[config.mk]
export PLATFORM = sky130hd
export DESIGN_NAME = bayer_pattern_gen_flat
export DESIGN_NICKNAME = d
export VERILOG_FILES = /design/src/rtl/bayer_pattern_gen_pkg.sv /design/src/rtl/bayer_pattern_gen_if.sv /design/src/rtl/bayer_pattern_lut.sv /design/src/rtl/bayer_pattern_gen.sv /design/src/flat_wrapper.sv
export SDC_FILE = /design/constraint.sdc
export NUM_CORES = 1
export LEC_CHECK = 0
export CORE_ASPECT_RATIO = 2
export CORE_MARGIN = 3
export CORE_UTILIZATION = 50
export CTS_CLUSTER_DIAMETER = 50
export DETAILED_ROUTE_END_ITERATION = 8
export PLACE_DENSITY = 0.75
export SETUP_SLACK_MARGIN = 0.02
export SLEW_MARGIN = 5
export SYNTH_ARGS = -nofsm -noshare
export SYNTH_HDL_FRONTEND = slang
export SYNTH_SLANG_ARGS = --single-unit
[constraint.sdc]
create_clock -name clk -period 8.1 [get_ports clk]
set_input_delay 1.62 -clock clk [delete_from_list [all_inputs] [get_ports clk]]
set_output_delay 1.62 -clock clk [all_outputs]
set_load 0.03 [all_outputs]
[src/rtl/bayer_pattern_gen_pkg.sv]
// bayer_pattern_gen_pkg: shared FSM states, pattern codes and colour constants
package bayer_pattern_gen_pkg;
   typedef enum logic [1:0] {IDLE, ACTIVE, H_BLANK, V_BLANK} state_e;
   typedef enum logic [1:0] {PAT_FLAT, PAT_RAMP, PAT_CHECK, PAT_BAYER} pattern_e;
   localparam logic [11:0] COL_G    = 12'h400;
   localparam logic [11:0] COL_R    = 12'hC00;
   localparam logic [11:0] COL_B    = 12'h200;
   localparam logic [11:0] COL_FLAT = 12'h800;
endpackage

[src/rtl/bayer_pattern_gen_if.sv]
// bayer_pattern_gen_if: pixel stream as seen by the grayscale converter
interface bayer_pattern_gen_if;
   logic [11:0] oDATA;
   logic        oDVAL;
   logic [15:0] oX_Cont;
   logic [15:0] oY_Cont;
   logic        oFVAL;
   modport master (output oDATA, oDVAL, oX_Cont, oY_Cont, oFVAL);
   modport slave  (input  oDATA, oDVAL, oX_Cont, oY_Cont, oFVAL);
endinterface

[src/rtl/bayer_pattern_lut.sv]
// bayer_pattern_lut: combinational (pattern, X, Y) to 12-bit pixel value
module bayer_pattern_lut
   import bayer_pattern_gen_pkg::*;
(
   input  pattern_e    pattern,
   input  logic [11:0] x,
   input  logic [1:0]  y,
   output logic [11:0] data
);
   // checker uses bit 1 so each 2x2 block covers exactly one Bayer quad
   assign data = pattern == PAT_FLAT  ? COL_FLAT :
                 pattern == PAT_RAMP  ? x :
                 pattern == PAT_CHECK ? {12{x[1] ^ y[1]}} :
                 (x[0] ^ y[0])        ? (x[0] ? COL_R : COL_B) : COL_G;
endmodule

[src/rtl/bayer_pattern_gen.sv]
// bayer_pattern_gen: synthetic Bayer pixel source with programmable blanking
module bayer_pattern_gen
   import bayer_pattern_gen_pkg::*;
#(
   parameter int BAYER_COLS = 1280,
   parameter int BAYER_ROWS = 960,
   parameter int HBLANK     = 16,
   parameter int VBLANK     = 64
) (
   input  logic                 clk,
   input  logic                 rst_n,
   input  logic                 iStart,
   input  logic                 iStop,
   input  logic                 iHold,
   input  logic [1:0]           iPattern,
   output logic [15:0]          oFrame_Cont,
   output logic                 oBusy,
   bayer_pattern_gen_if.master  px
);
   localparam logic [15:0] X_LAST = 16'(BAYER_COLS - 1);
   localparam logic [15:0] Y_LAST = 16'(BAYER_ROWS - 1);
   localparam logic [15:0] H_LAST = 16'(HBLANK - 1);
   localparam logic [15:0] V_LAST = 16'(VBLANK - 1);
   state_e      state, state_n;
   pattern_e    pat, pat_n;
   logic [15:0] x, x_n, y, y_n, bcnt, bcnt_n, frames, frames_n;
   logic [11:0] data, data_n, lut_data;
   logic        dval, dval_n, fval, fval_n, stop, stop_n;
   bayer_pattern_lut u_lut (
      .pattern (pat_n),
      .x       (x_n[11:0]),
      .y       (y_n[1:0]),
      .data    (lut_data)
   );
   always_comb begin
      state_n  = state;
      pat_n    = pat;
      x_n      = x;
      y_n      = y;
      bcnt_n   = bcnt;
      frames_n = frames;
      dval_n   = 1'b0;
      fval_n   = fval;
      stop_n   = stop | (iStop && state != IDLE);
      case (state)
         IDLE: if (iStart) begin
            state_n = ACTIVE;
            pat_n   = pattern_e'(iPattern);
            x_n     = '0;
            y_n     = '0;
            dval_n  = 1'b1;
            fval_n  = 1'b1;
         end
         ACTIVE: if (!iHold) begin
            if (x == X_LAST) begin
               x_n    = '0;
               bcnt_n = '0;
               state_n = y == Y_LAST ? V_BLANK : H_BLANK;
               if (y == Y_LAST) begin
                  y_n      = '0;
                  fval_n   = 1'b0;
                  frames_n = frames + 16'd1;
               end
            end else begin
               x_n    = x + 16'd1;
               dval_n = 1'b1;
            end
         end
         H_BLANK: if (bcnt == H_LAST) begin
            state_n = ACTIVE;
            y_n     = y + 16'd1;
            dval_n  = 1'b1;
         end else bcnt_n = bcnt + 16'd1;
         V_BLANK: if (bcnt != V_LAST) bcnt_n = bcnt + 16'd1;
         else if (stop_n) begin
            state_n = IDLE;
            stop_n  = 1'b0;
         end else begin
            state_n = ACTIVE;
            pat_n   = pattern_e'(iPattern);
            dval_n  = 1'b1;
            fval_n  = 1'b1;
         end
         default: state_n = IDLE;
      endcase
      data_n = dval_n ? lut_data : data;
   end
   always_ff @(posedge clk or negedge rst_n) begin
      if (!rst_n) begin
         state  <= IDLE;
         pat    <= PAT_FLAT;
         x      <= '0;
         y      <= '0;
         bcnt   <= '0;
         frames <= '0;
         data   <= '0;
         dval   <= 1'b0;
         fval   <= 1'b0;
         stop   <= 1'b0;
      end else begin
         state  <= state_n;
         pat    <= pat_n;
         x      <= x_n;
         y      <= y_n;
         bcnt   <= bcnt_n;
         frames <= frames_n;
         data   <= data_n;
         dval   <= dval_n;
         fval   <= fval_n;
         stop   <= stop_n;
      end
   end
   assign px.oDATA    = data;
   assign px.oDVAL    = dval;
   assign px.oX_Cont  = x;
   assign px.oY_Cont  = y;
   assign px.oFVAL    = fval;
   assign oFrame_Cont = frames;
   assign oBusy       = state != IDLE;
endmodule

[src/flat_wrapper.sv]
// flat-port wrapper written by rule: the top's interface ports become plain ports
module bayer_pattern_gen_flat import bayer_pattern_gen_pkg::*;
#(
   parameter int BAYER_COLS = 1280,
   parameter int BAYER_ROWS = 960,
   parameter int HBLANK     = 16,
   parameter int VBLANK     = 64
)
  (clk, rst_n, iStart, iStop, iHold, iPattern, oFrame_Cont, oBusy, px_oDATA, px_oDVAL, px_oX_Cont, px_oY_Cont, px_oFVAL);
  bayer_pattern_gen_if px_i ();
  input  logic clk;
  input  logic rst_n;
  input  logic iStart;
  input  logic iStop;
  input  logic iHold;
  input  logic [1:0] iPattern;
  output logic [15:0] oFrame_Cont;
  output logic oBusy;
  output wire logic [$bits(px_i.oDATA)-1:0] px_oDATA;
  output wire logic [$bits(px_i.oDVAL)-1:0] px_oDVAL;
  output wire logic [$bits(px_i.oX_Cont)-1:0] px_oX_Cont;
  output wire logic [$bits(px_i.oY_Cont)-1:0] px_oY_Cont;
  output wire logic [$bits(px_i.oFVAL)-1:0] px_oFVAL;
  assign px_oDATA = px_i.oDATA;
  assign px_oDVAL = px_i.oDVAL;
  assign px_oX_Cont = px_i.oX_Cont;
  assign px_oY_Cont = px_i.oY_Cont;
  assign px_oFVAL = px_i.oFVAL;
  bayer_pattern_gen #(.BAYER_COLS(BAYER_COLS), .BAYER_ROWS(BAYER_ROWS), .HBLANK(HBLANK), .VBLANK(VBLANK)) u_core (.clk(clk), .rst_n(rst_n), .iStart(iStart), .iStop(iStop), .iHold(iHold), .iPattern(iPattern), .oFrame_Cont(oFrame_Cont), .oBusy(oBusy), .px(px_i));
endmodule
==> summary.txt, run 1 <==
Status: finished, final reports clean
R2R Setup Slk: 4370 ps
Post-synth ARST share: 1.00
Most Crowded Layer GR: met2
Clock power frac: 0.514
CP arrival: 4810 ps
Ant diodes: 0
M1 GR Usage: 0.292
Vias per inst: 6.44
DRT Wirelength: 12.6 mm
Total die area: 10,600 um^2
Worst endpoint required time: 8320 ps
Vias in the first global route: 4,110
Cells after synthesis: 496
Area growth from synthesis to layout: 22.2%
Number of buffers added for setup after CTS: 0
Met3 Track Usage GR: 0.0381
Routing usage on met2: 0.420
Post-synth top area share: 0.445
F_max: 0.218 GHz
Dpl ws: 3380 ps
Sequential share of the synthesized area: 0.445
CP Launch Type: primary input
Core area: 9070 um^2
Period utilisation layout: 0.567
Initial Util: 0.514
Most instantiated library cell after synthesis: dfrtp_1
Pins over their slew limit: 0
Post_cts resized: 0
Max-cap violations: 0
Leak: 2.35 nW
CTS Buf Count: 9
VDD IR max: 0.107 mV
# hold bufs at CTS: 0
Area contributors post-synth: dfrtp_1 44%, o21ai_0 3.8%, nand2_1 3.6%, nand3_1 3.0%, xor2_1 3.0%
IO Port Bufs: 69
First-pass GRT wire length: 20.6 mm
Clk root buf: clkbuf_16
Std-Cell Rows: 49
Detailed Place HPWL: 8.87 mm
Design Area, Final: 5710 um^2
Netlist cell types: 70
Inst Count DP: 647
Fill cell count: 761
RSZ-0062 raised after global routing: false
Residual DRC count: 0
Synthesized cell area: 4670 um^2
# setup viols final: 0
Pwr/cell area: 154 nW/um^2
Initial antenna violation count: 0
Clock sinks: 83
Fin crit period: 4590 ps
Die Width: 74.3 um
Ys flop type: dfrtp_1
CTS tree: built
Synth top cells by count: 83 x dfrtp_1, 45 x nand2_1, 35 x o21ai_0
HP Class: reg -> reg
Final WS setup: 3510 ps
Cell Area, Placed: 5380 um^2
Vias post-DR: 4,260
Warnings from Yosys: 0
Layout Cells excl Fill: 662
H-tree depth: 3
Mean post-synth cell area: 9.41 um^2
Total gr overflow: 0
Avg WL per Cell: 19.0 um
Max-Slew Margin vs Limit: 0.297
Die height: 143 um
CTS clock-pin slew for the worst setup and hold paths: 60 ps
Sw Pwr: 0.181 mW
Final nets: 571
Post-synth EDFFs: 0
Worst-case clock skew: 6.77 ps
Combinational power share: 0.014
Critical Path Sink Type: flip-flop
Gpl congestion: 0.934
Mapped Nets: 511
Min Hold Slack: 469 ps
Kind of critical path: in -> reg
P_int: 0.696 mW
Hold Vio Cnt, Final: 0
Pin count of the biggest net entering global routing: 84
Clock tree buffer depth: 2
Total GRT Usage: 0.249
Initial DRC count: 350
TritonRoute pass-1 iters: 7
Setup TNS: 0 ps
Seq pwr share: 0.472
Post-DRT Antenna Nets: 0
Clock latency on the worst-skew pair: 340 ps
Crit-path max FO: 15
I/O pin cnt: 70
Yosys top cell by area: dfrtp_1
Flops & latches, synth: 83
Slew at the pin with the worst max-slew slack: 1050 ps
Switching Share: 0.207
Layout cells sized above 1: 0.0679
[power by group through the flow]
stage	registers [mW]	logic, mW	clock network, mW
2_1_floorplan	0.422	0.00103	0
3_3_place_gp	0.422	0.0128	0
3_5_place_dp	0.422	0.0132	0
4_1_cts	0.414	0.0133	0.455
5_1_grt	0.414	0.0146	0.473
6_report	0.414	0.0125	0.451
[area by class of cell]
cell class | instances | area [um^2] | area share
Clock inverter | 5 | 85.1 | 0.0149
Inverter | 20 | 75.1 | 0.0132
Sequential cell | 83 | 2080 | 0.364
Tap cell | 102 | 128 | 0.0224
Timing Repair Buffer | 70 | 696 | 0.122
Clock buffer | 10 | 239 | 0.0419
Multi-Input combinational cell | 372 | 2410 | 0.422
[layer usage]
layer  wire length, um  vias to the layer above
li1                  -                     1971
met1              4710                     2060
met2              6570                      183
met3               604                       46
met4               682                        0
met5                 0                        -
[sequential cells by signal, indices dropped and copies added, names as in the netlist]
| register | cells |
|---|---|
| u_core.bcnt | 16 |
| u_core.oFrame_Cont | 16 |
| u_core.pat | 2 |
| u_core.px.oDATA | 12 |
| u_core.px.oDVAL | 1 |
| u_core.px.oFVAL | 1 |
| u_core.px.oX_Cont | 16 |
| u_core.px.oY_Cont | 16 |
| u_core.state | 2 |
| u_core.stop | 1 |
[through the flow]
step	utilization	power [mW]
3_5_place_dp	0.593	0.435
4_1_cts	0.629	0.882
2_1_floorplan	-	0.423
6_report	0.629	0.878
3_3_place_gp	0.593	0.435
5_1_grt	0.629	0.902
[placed cells by master (no fill, tap or decap), types with 8 or more instances in the layout]
master / count
ha_1: 8
a21oi_1: 13
nor4_1: 19
and3_1: 9
xor2_1: 16
nand2_1: 45
a221o_1: 10
nand2b_1: 9
o21ai_0: 35
nand4_1: 12
nand3_1: 28
o31ai_1: 11
nor3_1: 19
inv_1: 18
xnor2_1: 13
clkdlybuf4s50_1: 68
a31oi_1: 11
dfrtp_1: 83
nor2_1: 33
clkbuf_16: 9
[worst paths after layout]
check | startpoint | to | cells after the start
hold reg to reg | u_core.oFrame_Cont[15] | u_core.oFrame_Cont[15] | 1
min in group asynchronous | rst_n | u_core.oFrame_Cont[5] | 1
max in group asynchronous | rst_n | u_core.bcnt[6] | 1
setup / recovery | iHold | u_core.px.oDATA[7] | 8
hold / removal | u_core.oFrame_Cont[15] | u_core.oFrame_Cont[15] | 1
setup reg to reg | u_core.px.oX_Cont[13] | u_core.px.oDATA[7] | 7
[critical path, stage by stage]
cell and delay (ps):
clkdlybuf4s50_1 570, nand2b_1 230, a41oi_1 200, a2111oi_1 700
or2_1 560, clkinv_1 290, o2111a_1 320, a221o_1 320
[cell families after synthesis]
kind of cell / share of synthesized area
AOI/OAI and AO/OA: 0.178
xor gates and xnor gates: 0.0544
adders and majority gates: 0.0214
buffers and inverters: 0.0394
muxes: 0.0137
and+or+nand+nor: 0.248
DFF: 0.445
Power figures use the tool's default switching activity.
==> run 2, diff against run 1 <==
--- a/config.mk
+++ b/config.mk
@@ -7,10 +7,10 @@
 export LEC_CHECK = 0
 export CORE_ASPECT_RATIO = 2
 export CORE_MARGIN = 3
-export CORE_UTILIZATION = 50
+export CORE_UTILIZATION = 49
 export CTS_CLUSTER_DIAMETER = 50
 export DETAILED_ROUTE_END_ITERATION = 8
-export PLACE_DENSITY = 0.75
+export PLACE_DENSITY = 0.76
 export SETUP_SLACK_MARGIN = 0.02
 export SLEW_MARGIN = 5
 export SYNTH_ARGS = -nofsm -noshare
==> constraint.sdc (replaced) <==
create_clock -name clk -period 3.8 [get_ports clk]
set_input_delay 0.76 -clock clk [delete_from_list [all_inputs] [get_ports clk]]
set_output_delay 0.76 -clock clk [all_outputs]
set_load 0.03 [all_outputs]
==> run 2 against run 1 <==
Compared with the run above: wire length down 0.64%; die area rose by 1.9%; global-route usage rose by 0.14 points; power grew 100%; largest cell class unchanged.
==> summary.txt, run 2 (same netlist as run 1, synthesis figures left out) <==
Critical Path Sink Type: flip-flop (unchanged)
HP Class: reg -> reg (unchanged)
CP Launch Type: primary input (unchanged)
I/O pin cnt: 70 (unchanged)
Setup TNS: 0 ps (unchanged)
P_int: 1.37 mW (was 0.696 mW)
Worst endpoint required time: 4020 ps (was 8320 ps)
Residual DRC count: 0 (unchanged)
Leak: 2.35 nW (about the same)
Std-Cell Rows: 49 (unchanged)
Total die area: 10,800 um^2 (was 10,600 um^2)
Status: finished, final reports clean (unchanged)
Layout Cells excl Fill: 667 (was 662)
Hold Path Depth: 1 (unchanged)
Number of buffers added for setup after CTS: 0 (unchanged)
Total gr overflow: 0 (unchanged)
Slew at the pin with the worst max-slew slack: 1060 ps (was 1050 ps)
Die Width: 75.0 um (was 74.3 um)
F_max: 0.318 GHz
Commonest non-fill, non-tap cell in the layout: dfrtp_1 (unchanged)
CTS Buf Count: 9 (unchanged)
CP arrival: 3370 ps (was 4810 ps)
# setup viols final: 0 (unchanged)
Final nets: 575 (was 571)
H-tree depth: 3 (unchanged)
Clock tree buffer depth: 2 (unchanged)
Seq pwr share: 0.504 (was 0.472)
Total GRT Usage: 0.250 (was 0.249)
Detailed Place HPWL: 9.31 mm (was 8.87 mm)
Sw Pwr: 0.382 mW (was 0.181 mW)
Post-DRT Antenna Nets: 0 (unchanged)
Vias per inst: 6.38 (was 6.44)
RSZ-0062 raised after global routing: false (unchanged)
Post_cts resized: 0 (unchanged)
Kind of critical path: in -> reg (unchanged)
DRT Wirelength: 12.5 mm (was 12.6 mm)
Most frequent cells in the layout: 83 x dfrtp_1, 68 x clkdlybuf4s50_1, 45 x nand2_1 (unchanged)
Initial antenna violation count: 0 (unchanged)
Vias post-DR: 4,253 (was 4,260)
Clock sinks: 83 (unchanged)
Pwr/cell area: 307 nW/um^2 (was 154 nW/um^2)
Ant diodes: 0 (unchanged)
Core area: 9140 um^2 (was 9070 um^2)
IO Port Bufs: 69 (unchanged)
Max-Slew Margin vs Limit: 0.292 (was 0.297)
Layout cells sized above 1: 0.0761 (was 0.0679)
Pin count of the biggest net entering global routing: 84 (unchanged)
Inst Count DP: 651 (was 647)
Die height: 144 um (was 143 um)
First-pass GRT wire length: 21.0 mm (was 20.6 mm)
Hold Vio Cnt, Final: 0 (unchanged)
Avg WL per Cell: 18.7 um (was 19.0 um)
Vias in the first global route: 4,292 (was 4,110)
CTS tree: built (unchanged)
# hold bufs at CTS: 0 (unchanged)
Clk root buf: clkbuf_16 (unchanged)
Combinational power share: 0.015 (was 0.014)
Max-cap violations: 0 (unchanged)
Clock power frac: 0.481 (was 0.514)
Clock latency on the worst-skew pair: 340 ps (about the same)
Gpl congestion: 0.910 (was 0.934)
Period utilisation layout: 0.829
Worst-case clock skew: 8.73 ps (was 6.77 ps)
Initial Util: 0.511 (was 0.514)
Fin crit period: 3150 ps
Area growth from synthesis to layout: 22.2% (about the same)
Fill cell count: 789 (was 761)
CTS clock-pin slew for the worst setup and hold paths: 60 ps (about the same)
Crit-path max FO: 14 (was 15)
Switching Share: 0.218 (was 0.207)
Pins over their slew limit: 0 (unchanged)
Initial DRC count: 304 (was 350)
TritonRoute pass-1 iters: 4 (was 7)
VDD IR max: 0.316 mV (was 0.107 mV)
Worst Reg2Reg Path Length in Cells: 4 (was 7)
[run 2: cell count changes in the layout (fill, tap and decap cells not counted), sizes merged]
cell / change
clkinv: +3
clkbuf: +1
inv: -2
bufinv: -2
buf: +4
clkinvlp: +1
[run 2: final cells by class]
type / count / area [um^2] / share of cell area
multi-input cells: 372 / 2410 / 0.422
flip-flops and latches: 83 / 2080 / 0.364
repair buffers: 74 / 726 / 0.127
clock buffers: 11 / 253 / 0.0443
well taps: 102 / 128 / 0.0224
inverters: 20 / 75.1 / 0.0132
clock inverters: 5 / 37.5 / 0.00658
[run 2: worst max-delay path, cell delays in order]
cell and delay (ps):
clkdlybuf4s50_1 480, nand4b_1 380, nor4_1 490, a31oi_1 220, or3_1 590, o41ai_1 440
[run 2: final timing paths]
| check | to | from | slack (ps) |
|---|---|---|---|
| max | u_core.px.oY_Cont[5] | iHold | 650 |
| min | u_core.oFrame_Cont[15] | u_core.oFrame_Cont[15] | 460 |
| max reg2reg | u_core.px.oY_Cont[5] | u_core.bcnt[11] | 700 |
| min reg2reg | u_core.oFrame_Cont[15] | u_core.oFrame_Cont[15] | 460 |
| max in group asynchronous | u_core.stop | rst_n | 2500 |
| min in group asynchronous | u_core.px.oDATA[8] | rst_n | 590 |
[run 2: metrics by stage]
| stage | setup WS [ps] | util | total power [mW] | hold WS (ps) | cell area [um^2] |
|---|---|---|---|---|---|
| finish | 651 | 0.624 | 1.75 | 462 | 5700 |
| global placement | 480 | 0.593 | 0.927 | 455 | 5410 |
| detailed placement | 362 | 0.593 | 0.927 | 457 | 5410 |
| CTS | 704 | 0.624 | 1.76 | 470 | 5700 |
| floorplan | 1110 | - | 0.902 | 464 | 4670 |
| global route | 472 | 0.624 | 1.80 | 478 | 5700 |
[run 2: metal layers]
layer / track usage / routed length (um)
met3: 0.0404 / 477
met2: 0.458 / 7010
met4: 0.125 / 520
met5: 0 / 0
met1: 0.266 / 4470
[run 2: power by group through the flow]
| stage | Clock, mW | Combinational [mW] | Sequential (mW) |
|---|---|---|---|
| 2_1_floorplan | 0 | 0.00220 | 0.900 |
| 3_3_place_gp | 0 | 0.0272 | 0.900 |
| 3_5_place_dp | 0 | 0.0274 | 0.900 |
| 4_1_cts | 0.852 | 0.0275 | 0.883 |
| 5_1_grt | 0.891 | 0.0306 | 0.883 |
| 6_report | 0.842 | 0.0262 | 0.884 |
